File: src/rtl/bit_stream_serializer.sv
// bit_stream_serializer: parallel word to serial bit stream with handshake and optional inter-frame gap.
// Define SERIALIZER_PARITY_EN to append an even-parity bit to every frame.
module bit_stream_serializer #(
    parameter int WIDTH      = 8,
    parameter int LSB_FIRST  = 0,
    parameter int GAP_CYCLES = 2,
    parameter int IDLE_LEVEL = 1
) (
    input  logic             clk,
    input  logic             rst,
    input  logic [WIDTH-1:0] in_data,
    input  logic             in_valid,
    output logic             in_ready,
    output logic             bit_out,
    output logic             bit_valid,
    output logic             frame_done,
    output logic             busy
);
`ifdef SERIALIZER_PARITY_EN
    localparam int FRAME_LEN = WIDTH + 1;
`else
    localparam int FRAME_LEN = WIDTH;
`endif
    localparam int CW = $clog2(FRAME_LEN + 1);
    localparam logic [CW-1:0] LAST = CW'(FRAME_LEN - 1);
    localparam logic [CW-1:0] PEN = CW'(FRAME_LEN - 2);
    localparam logic [3:0] GAP_LAST = GAP_CYCLES == 0 ? 4'd0 : 4'(GAP_CYCLES - 1);
    localparam logic IDLE_BIT = 1'(IDLE_LEVEL);
    localparam bit LSB = LSB_FIRST != 0;

    typedef enum logic [1:0] {IDLE = 2'b00, SHIFT = 2'b01, GAP = 2'b11} state_t;

    state_t           state;
    logic [WIDTH-1:0] sreg;
    logic [CW-1:0]    bit_cnt;
    logic [3:0]       gap_cnt;
    logic             xfer;
    logic             ld_bit;
    logic [WIDTH-1:0] ld_sreg;
    logic             nxt_bit;
    logic [WIDTH-1:0] nxt_sreg;

    assign in_ready = !rst && (state == IDLE || (GAP_CYCLES == 0 && state == SHIFT && bit_cnt == LAST));
    assign busy     = state == SHIFT || state == GAP;
    assign xfer     = in_valid && in_ready;
    assign ld_bit   = LSB ? in_data[0] : in_data[WIDTH-1];
    assign ld_sreg  = LSB ? in_data >> 1 : in_data << 1;
    assign nxt_sreg = LSB ? sreg >> 1 : sreg << 1;

`ifdef SERIALIZER_PARITY_EN
    logic par;
    // After the last data bit the parity of the captured word goes out instead of the shift register.
    assign nxt_bit = bit_cnt == CW'(WIDTH - 1) ? par : (LSB ? sreg[0] : sreg[WIDTH-1]);
    always_ff @(posedge clk) begin
        if (rst)
            par <= 1'b0;
        else if (xfer)
            par <= ^in_data;
    end
`else
    assign nxt_bit = LSB ? sreg[0] : sreg[WIDTH-1];
`endif

    always_ff @(posedge clk) begin
        if (rst) begin
            state      <= IDLE;
            sreg       <= '0;
            bit_cnt    <= '0;
            gap_cnt    <= '0;
            bit_out    <= IDLE_BIT;
            bit_valid  <= 1'b0;
            frame_done <= 1'b0;
        end else if (xfer) begin
            state      <= SHIFT;
            sreg       <= ld_sreg;
            bit_cnt    <= '0;
            bit_out    <= ld_bit;
            bit_valid  <= 1'b1;
            frame_done <= 1'b0;
        end else begin
            case (state)
                IDLE: begin
                    bit_out    <= IDLE_BIT;
                    bit_valid  <= 1'b0;
                    frame_done <= 1'b0;
                end
                SHIFT: begin
                    if (bit_cnt == LAST) begin
                        state      <= GAP_CYCLES > 0 ? GAP : IDLE;
                        gap_cnt    <= '0;
                        bit_out    <= IDLE_BIT;
                        bit_valid  <= 1'b0;
                        frame_done <= 1'b0;
                    end else begin
                        sreg       <= nxt_sreg;
                        bit_cnt    <= bit_cnt + CW'(1);
                        bit_out    <= nxt_bit;
                        frame_done <= bit_cnt == PEN;
                    end
                end
                GAP: begin
                    gap_cnt <= gap_cnt + 4'd1;
                    state   <= gap_cnt == GAP_LAST ? IDLE : GAP;
                end
                default: begin
                    state      <= IDLE;
                    bit_out    <= IDLE_BIT;
                    bit_valid  <= 1'b0;
                    frame_done <= 1'b0;
                end
            endcase
        end
    end
endmodule

File: config.mk
export PLATFORM = sky130hd
export DESIGN_NAME = bit_stream_serializer
export DESIGN_NICKNAME = d
export VERILOG_FILES = /design/src/rtl/bit_stream_serializer.sv
export SDC_FILE = /design/constraint.sdc
export NUM_CORES = 1
export LEC_CHECK = 0
export ABC_AREA = 1
export BUFFER_PORTS_ARGS = -buffer_cell sky130_fd_sc_hd__buf_2
export CAP_MARGIN = 25
export CORE_UTILIZATION = 25
export CTS_CLUSTER_SIZE = 28
export DETAILED_ROUTE_END_ITERATION = 8
export PLACE_DENSITY = 0.39
export SLEW_MARGIN = 20
export SYNTH_ARGS = -nofsm -noshare
export SYNTH_HDL_FRONTEND = slang
export SYNTH_SLANG_ARGS = --single-unit
File: constraint.sdc
create_clock -name clk -period 1.75 [get_ports clk]
set_input_delay 0.175 -clock clk [delete_from_list [all_inputs] [get_ports clk]]
set_output_delay 0.175 -clock clk [all_outputs]
set_load 0.01 [all_outputs]
==> results.md, run 1 <==
* Clk slew on worst S/H paths at 0.07 ns
* Fillers at 430
* Antenna Diode Count at 0
* CTS tree: built
* Number of max-cap violations at 0
* CP Cell Sequence: ha_1, nand3_1, nand2_4, nand2_1, o21bai_1, inv_1
* CP required at around 1.9 ns
* Initial Util at 25.9%
* DIE AREA at 4410 µm²
* Later-pin clock latency in the skew report at approximately 0.26 ns
* Met3 usage at 1.90%
* Power Dens Cells at 810 nW/µm²
* Final nets at 181
* I/O Pins at 16
* Relative slew margins at 72.5%
* Yosys reg bits at 20
* Vias per cell at 4.47
* Area Overhead vs Synth at 16.9%
* Sequential area share after synthesis at 38.6%
* Total track usage at 12.4%
* # port buffers at 15
* Top FF cell, synth: dfxtp_1
* Initial antenna violation count at 0
* Chip Height at 66.4 µm
* Count of cell types in the netlist at 23
* Worst IR drop on VDD at 0.307 mV
* Combinational group share of total power at 13.5%
* Pre-CTS setup slack at 0.145 ns
* Sink Count at 20
* Power share of the clock group at 36.1%
* Max incr delay on CP at ~0.4 ns
* Worst-path fanout max at 18
* Fin. Hold Viols at 0
* Pre-antenna DRT Iters at 5
* Largest net degree at the start of global routing at 19
* Top cell type by total area after synthesis: dfxtp_1
* Mean post-synth cell area at slightly below 7 µm²
* Status: completed
* Worst slew pin tran at 0.410 ns
* Crit path time final at 1.58 ns
* Num CTS Buffers at 3
* CP Data Arrival Time at 1.74 ns
* Grt ovf at 0
* Synth top area cells: dfxtp_1 (39%), nand2_1 (14%), nand3_1 (8.2%), inv_1 (6.5%), a21oi_1 (5.8%)
* Rows at 23
* Clock Skew at 0.00113 ns
* Design Power at ~980 µW
* Type of origin of the critical path: register
* First-pass GRT wire length at 4.06 mm
* Via count at 960
* Root Buffer: clkbuf_8
* Critical path capture point type: register
* Vias in the first global route at 932
* Post-CTS resize count at 0
* CTS H-tree depth at 1
* Slew Viols, Final at 0
* Final core utilization at 30.3%
* Post-synthesis async set-or-reset flop share at 0%
* HPWL Detailed at between 1.5 and 2 mm
* Post-route worst setup slack at about 0.17 ns
* Cell Int Power at about 730 µW
* Combined area of the multi-input logic cells at 536 µm²
* RSZ-0062 raised after global routing: no
* Final Cell Area at 1210 µm²
* Layout cells sized above 1 at about 16%
* Final period util at 90.2%
* Placed Area at 1160 µm²
* Die Width at 66.4 µm
* Hold Crit Class: input pin to register
* Ys Warns at 0
* Slowest CP cell: dfxtp_1
* GR Layer Usage met1 at 16.5%
* Routed Antenna Nets at 0
* Routing usage on met2 at 19.1%
* Post-synthesis cell count at between 100 and 150
* Initial detailed-routing violation count at 31
* Cell leakage power at 0.558 nW
* Sw Ratio at 25.7%
* Wirelength, routed at between 2 and 2.5 mm
* Kind of critical path: register to register
* Switching power at roughly 250 µW
* FMAX at 0.633 GHz
* Sequential cell area at between 400 and 500 µm²
* Mapped Nets at between 150 and 200
* DR WL/cell at around 11 µm
* Final setup viols at 0
* Post-synth EDFFs at 0
* Flop pwr share at 50.4%
* Synth cell count leaders: nand2_1 (40), dfxtp_1 (20), inv_1 (18)
* Gr busiest metal: met2
* Hold_buf cts at 0
* Core box area at 4000 µm²
* DRC Markers at 0
* TNS Setup at 0 ns
* Mapped cell area at between 1000 and 1500 µm²
* Post-synth top area share at between 30% and 40%
* CTS max path bufs at 2
* GP Congestion at 0.671
* Most common cell in the netlist: nand2_1
* Setup Buffers After CTS at 0
-- power by group through the flow --
stage	Sequential, mW	Combinational (mW)	Clock [mW]
5_1_grt	0.497	0.153	0.390
4_1_cts	0.494	0.135	0.374
3_5_place_dp	0.505	0.134	0
6_report	0.495	0.132	0.354
3_3_place_gp	0.505	0.135	0
2_1_floorplan	0.503	0.0954	0
-- worst max-delay path, delay by kind of cell, from the launching register on --
family	cells	cell delay, ns
AOI/OAI and AO/OA	1	0.17
buffers and inverters	1	0.05
and+or+nand+nor	3	0.63
DFF	1	0.40
adders and majority gates	1	0.22
-- cells in the final DEF (no fill, tap or decap) --
cell type	count
ha_1	4
inv_1	18
o21ai_0	3
nor3_1	2
nand3_2	1
o21bai_1	1
or2_0	1
nand3b_1	2
nor2_4	1
nand3_1	17
a21oi_1	12
buf_2	15
buf_4	2
o21a_1	1
nand4_1	5
dfxtp_1	20
o211ai_1	1
nand2_1	40
nor2_1	12
nand2_4	1
or2_2	2
clkbuf_8	4
-- area by class of cell --
cell class,instances,area share (%)
Sequential cell,20,33.1
Multi-Input combinational cell,106,44.2
Clock buffer,4,4.55
Tap cell,50,5.17
Timing Repair Buffer,17,7.44
Inverter,18,5.58
-- worst paths after layout --
kind	from	endpoint	slack, ns	depth (start not counted)
worst min register to register	bit_valid	bit_valid	0.47	2
worst max register to register	bit_cnt[1]	gap_cnt[2]	0.17	6
worst min-delay path	in_data[0]	sreg[1]	0.16	3
worst max-delay path	bit_cnt[1]	gap_cnt[2]	0.17	6
-- cells by family after synthesis --
kind of cell / synth area share (%)
simple gates: 37.4
buf+inv: 9.66
flops: 38.6
compound gates: 9.42
fa+ha+maj: 4.83
-- per-layer routing --
metal  routed length (µm)  vias to the layer above  part of all wire [%]
met5                    0                        -                     0
met4                   34                        0                   1.4
li1                     -                      509                     -
met3                   68                        4                   2.9
met1                 1280                      430                    54
met2                  978                       17                    41
-- flip-flops by register name, indices dropped and copies added, names as in the netlist --
name and cells:
bit_valid 1, state 2, sreg 7, gap_cnt 4, bit_out 1, bit_cnt 4
frame_done 1
-- through the flow --
stage / cells / hold WS (ns)
4_1_cts: 215 / 0.154
3_5_place_dp: 211 / 0.427
2_1_floorplan: 149 / 0.314
6_report: 215 / 0.164
5_1_grt: 215 / 0.200
3_3_place_gp: 211 / 0.419
No activity file was read; power rests on OpenSTA's default activity.
==> run 2, diff against run 1 <==
Settings changed: CORE_UTILIZATION 25 to 45, PLACE_DENSITY 0.39 to 0.63.
Clock period 1.75 ns to 2 ns, I/O delays scaled along.
==> results.md, run 2 (synthesis results as in run 1) <==
* Top reg by flops: sreg
* GR Layer Usage met1 at 25.9%
* Worst-path fanout max at 5
* Max incr delay on CP at approximately 0.44 ns
* Most frequent cells in the layout: nand2_1 (40), dfxtp_1 (20), inv_1 (18), nand3_1 (17), buf_2 (15)
* GP Congestion at between 0.8 and 0.9
* Num CTS Buffers at 3
* Kind of critical path: register to primary output
* CP Cell Sequence: nor3_1, buf_2
* CTS H-tree depth at 1
* DR WL/cell at 11.2 µm
* Final setup viols at 0
* First-pass GRT wire length at 3.71 mm
* Initial detailed-routing violation count at 30
* Area Overhead vs Synth at 9.66%
* Cell leakage power at 0.534 nW
* CTS tree: built
* Sink Count at 20
* Placed Area at 1110 µm²
* Initial Util at 47.3%
* Final Cell Area at approximately 1100 µm²
* Commonest non-fill, non-tap cell in the layout: nand2_1
* CP required at approximately 1.8 ns
* Total track usage at about a fifth
* Vias in the first global route at 883
* Core box area at around 2200 µm²
* TNS Setup at 0 ns
* Hold Crit Class: input pin to register
* Critical path capture point type: primary output
* Max reg flops at 7
* Vias per cell at 5.09
* Worst IR drop on VDD at 0.364 mV
* Pre-CTS setup slack at approximately 0.44 ns
* Root Buffer: clkbuf_4
* # port buffers at 15
* Chip Height at 50.0 µm
* Relative slew margins at 69.5%
* CP Data Arrival Time at roughly 1.3 ns
* Clock Skew at 0.00504 ns
* Die Width at 50.0 µm
* HPWL Detailed at 1.53 mm
* Setup Buffers After CTS at 0
* Crit path time final at 1.54 ns
* Pre-antenna DRT Iters at 4
* Post-CTS resize count at 0
* DIE AREA at 2500 µm²
* Status: completed
* CTS max path bufs at 2
* Slew Viols, Final at 0
* Final period util at 77.1%
* Crit path buf inv count at 1
* Via count at 967
* Initial antenna violation count at 0
* FMAX at 0.648 GHz
* Routed Antenna Nets at 0
* Final nets at about 180
* Power Dens Cells at 644 nW/µm²
* Rows at 17
* Met3 usage at 2.78%
* RSZ-0062 raised after global routing: no
* Slowest CP cell: nor3_1
* Largest net degree at the start of global routing at 19
* I/O Pins at 16
* Fin. Hold Viols at 0
* Antenna Diode Count at 0
* Wirelength, routed at 2.13 mm
* Routing usage on met2 at 30.9%
* Clk slew on worst S/H paths at 0.11 ns
* Later-pin clock latency in the skew report at 0.29 ns
* Worst slew pin tran at ~0.45 ns
* Top delay family on crit path: simple AND/OR/NAND/NOR gates
* Design Power at 732 µW
* Hold_buf cts at 0
* Grt ovf at 0
* Gr busiest metal: met2
* Biggest regs: sreg x7, bit_cnt x4, gap_cnt x4
* Type of origin of the critical path: register
* Hold WS at 0.135 ns
* Post-route worst setup slack at 0.458 ns
* Number of max-cap violations at 0
* Layout cells sized above 1 at 14.2%
* DRC Markers at 0
run 2: cell types whose count changed in the layout (fill, tap and decap cells not counted), sizes merged:
cell,change
buf,-2
clkbuf,-1
run 2: stage by stage:
| step | utilization (%) | std cells |
|---|---|---|
| floorplan | - | 149 |
| global placement | 50.8 | 187 |
| detailed placement | 50.8 | 187 |
| CTS | 51.9 | 190 |
| global route | 51.9 | 190 |
| finish | 51.9 | 190 |
run 2: report_power, final:
part / leakage, nW / switching [mW] / internal [mW]
clock network: 0.0138 / 0.117 / 0.0701
logic: 0.357 / 0.0701 / 0.0408
registers: 0.163 / 0.0151 / 0.419
run 2: tightest hold or removal path: stages:
cell and delay, ns:
buf_2 0.07, nand3_1 0.06, o21ai_0 0.07
run 2: cell type report:
cell class                 count  area (µm²)
clock buffer                   3        22.5
fill                         221        1050
inverter                      18        67.6
multi-input combinational    106         536
sequential                    20         400
tap                           28        35.0
timing repair buffer          15        75.1
run 2: path summary, 6_finish.rpt:
path         slack [ns]  cells after the start          to       start
max                0.46                      2    in_ready    state[1]
min                0.14                      3     sreg[1]  in_data[0]
max reg2reg        0.48                      6  gap_cnt[2]  bit_cnt[1]
min reg2reg        0.48                      2   bit_valid   bit_valid
run 2: routing by layer:
| layer | wire, µm | vias up |
|---|---|---|
| met5 | 0 | - |
| met4 | 17 | 0 |
| met3 | 56 | 2 |
| met2 | 997 | 19 |
| met1 | 1060 | 441 |
| li1 | - | 505 |
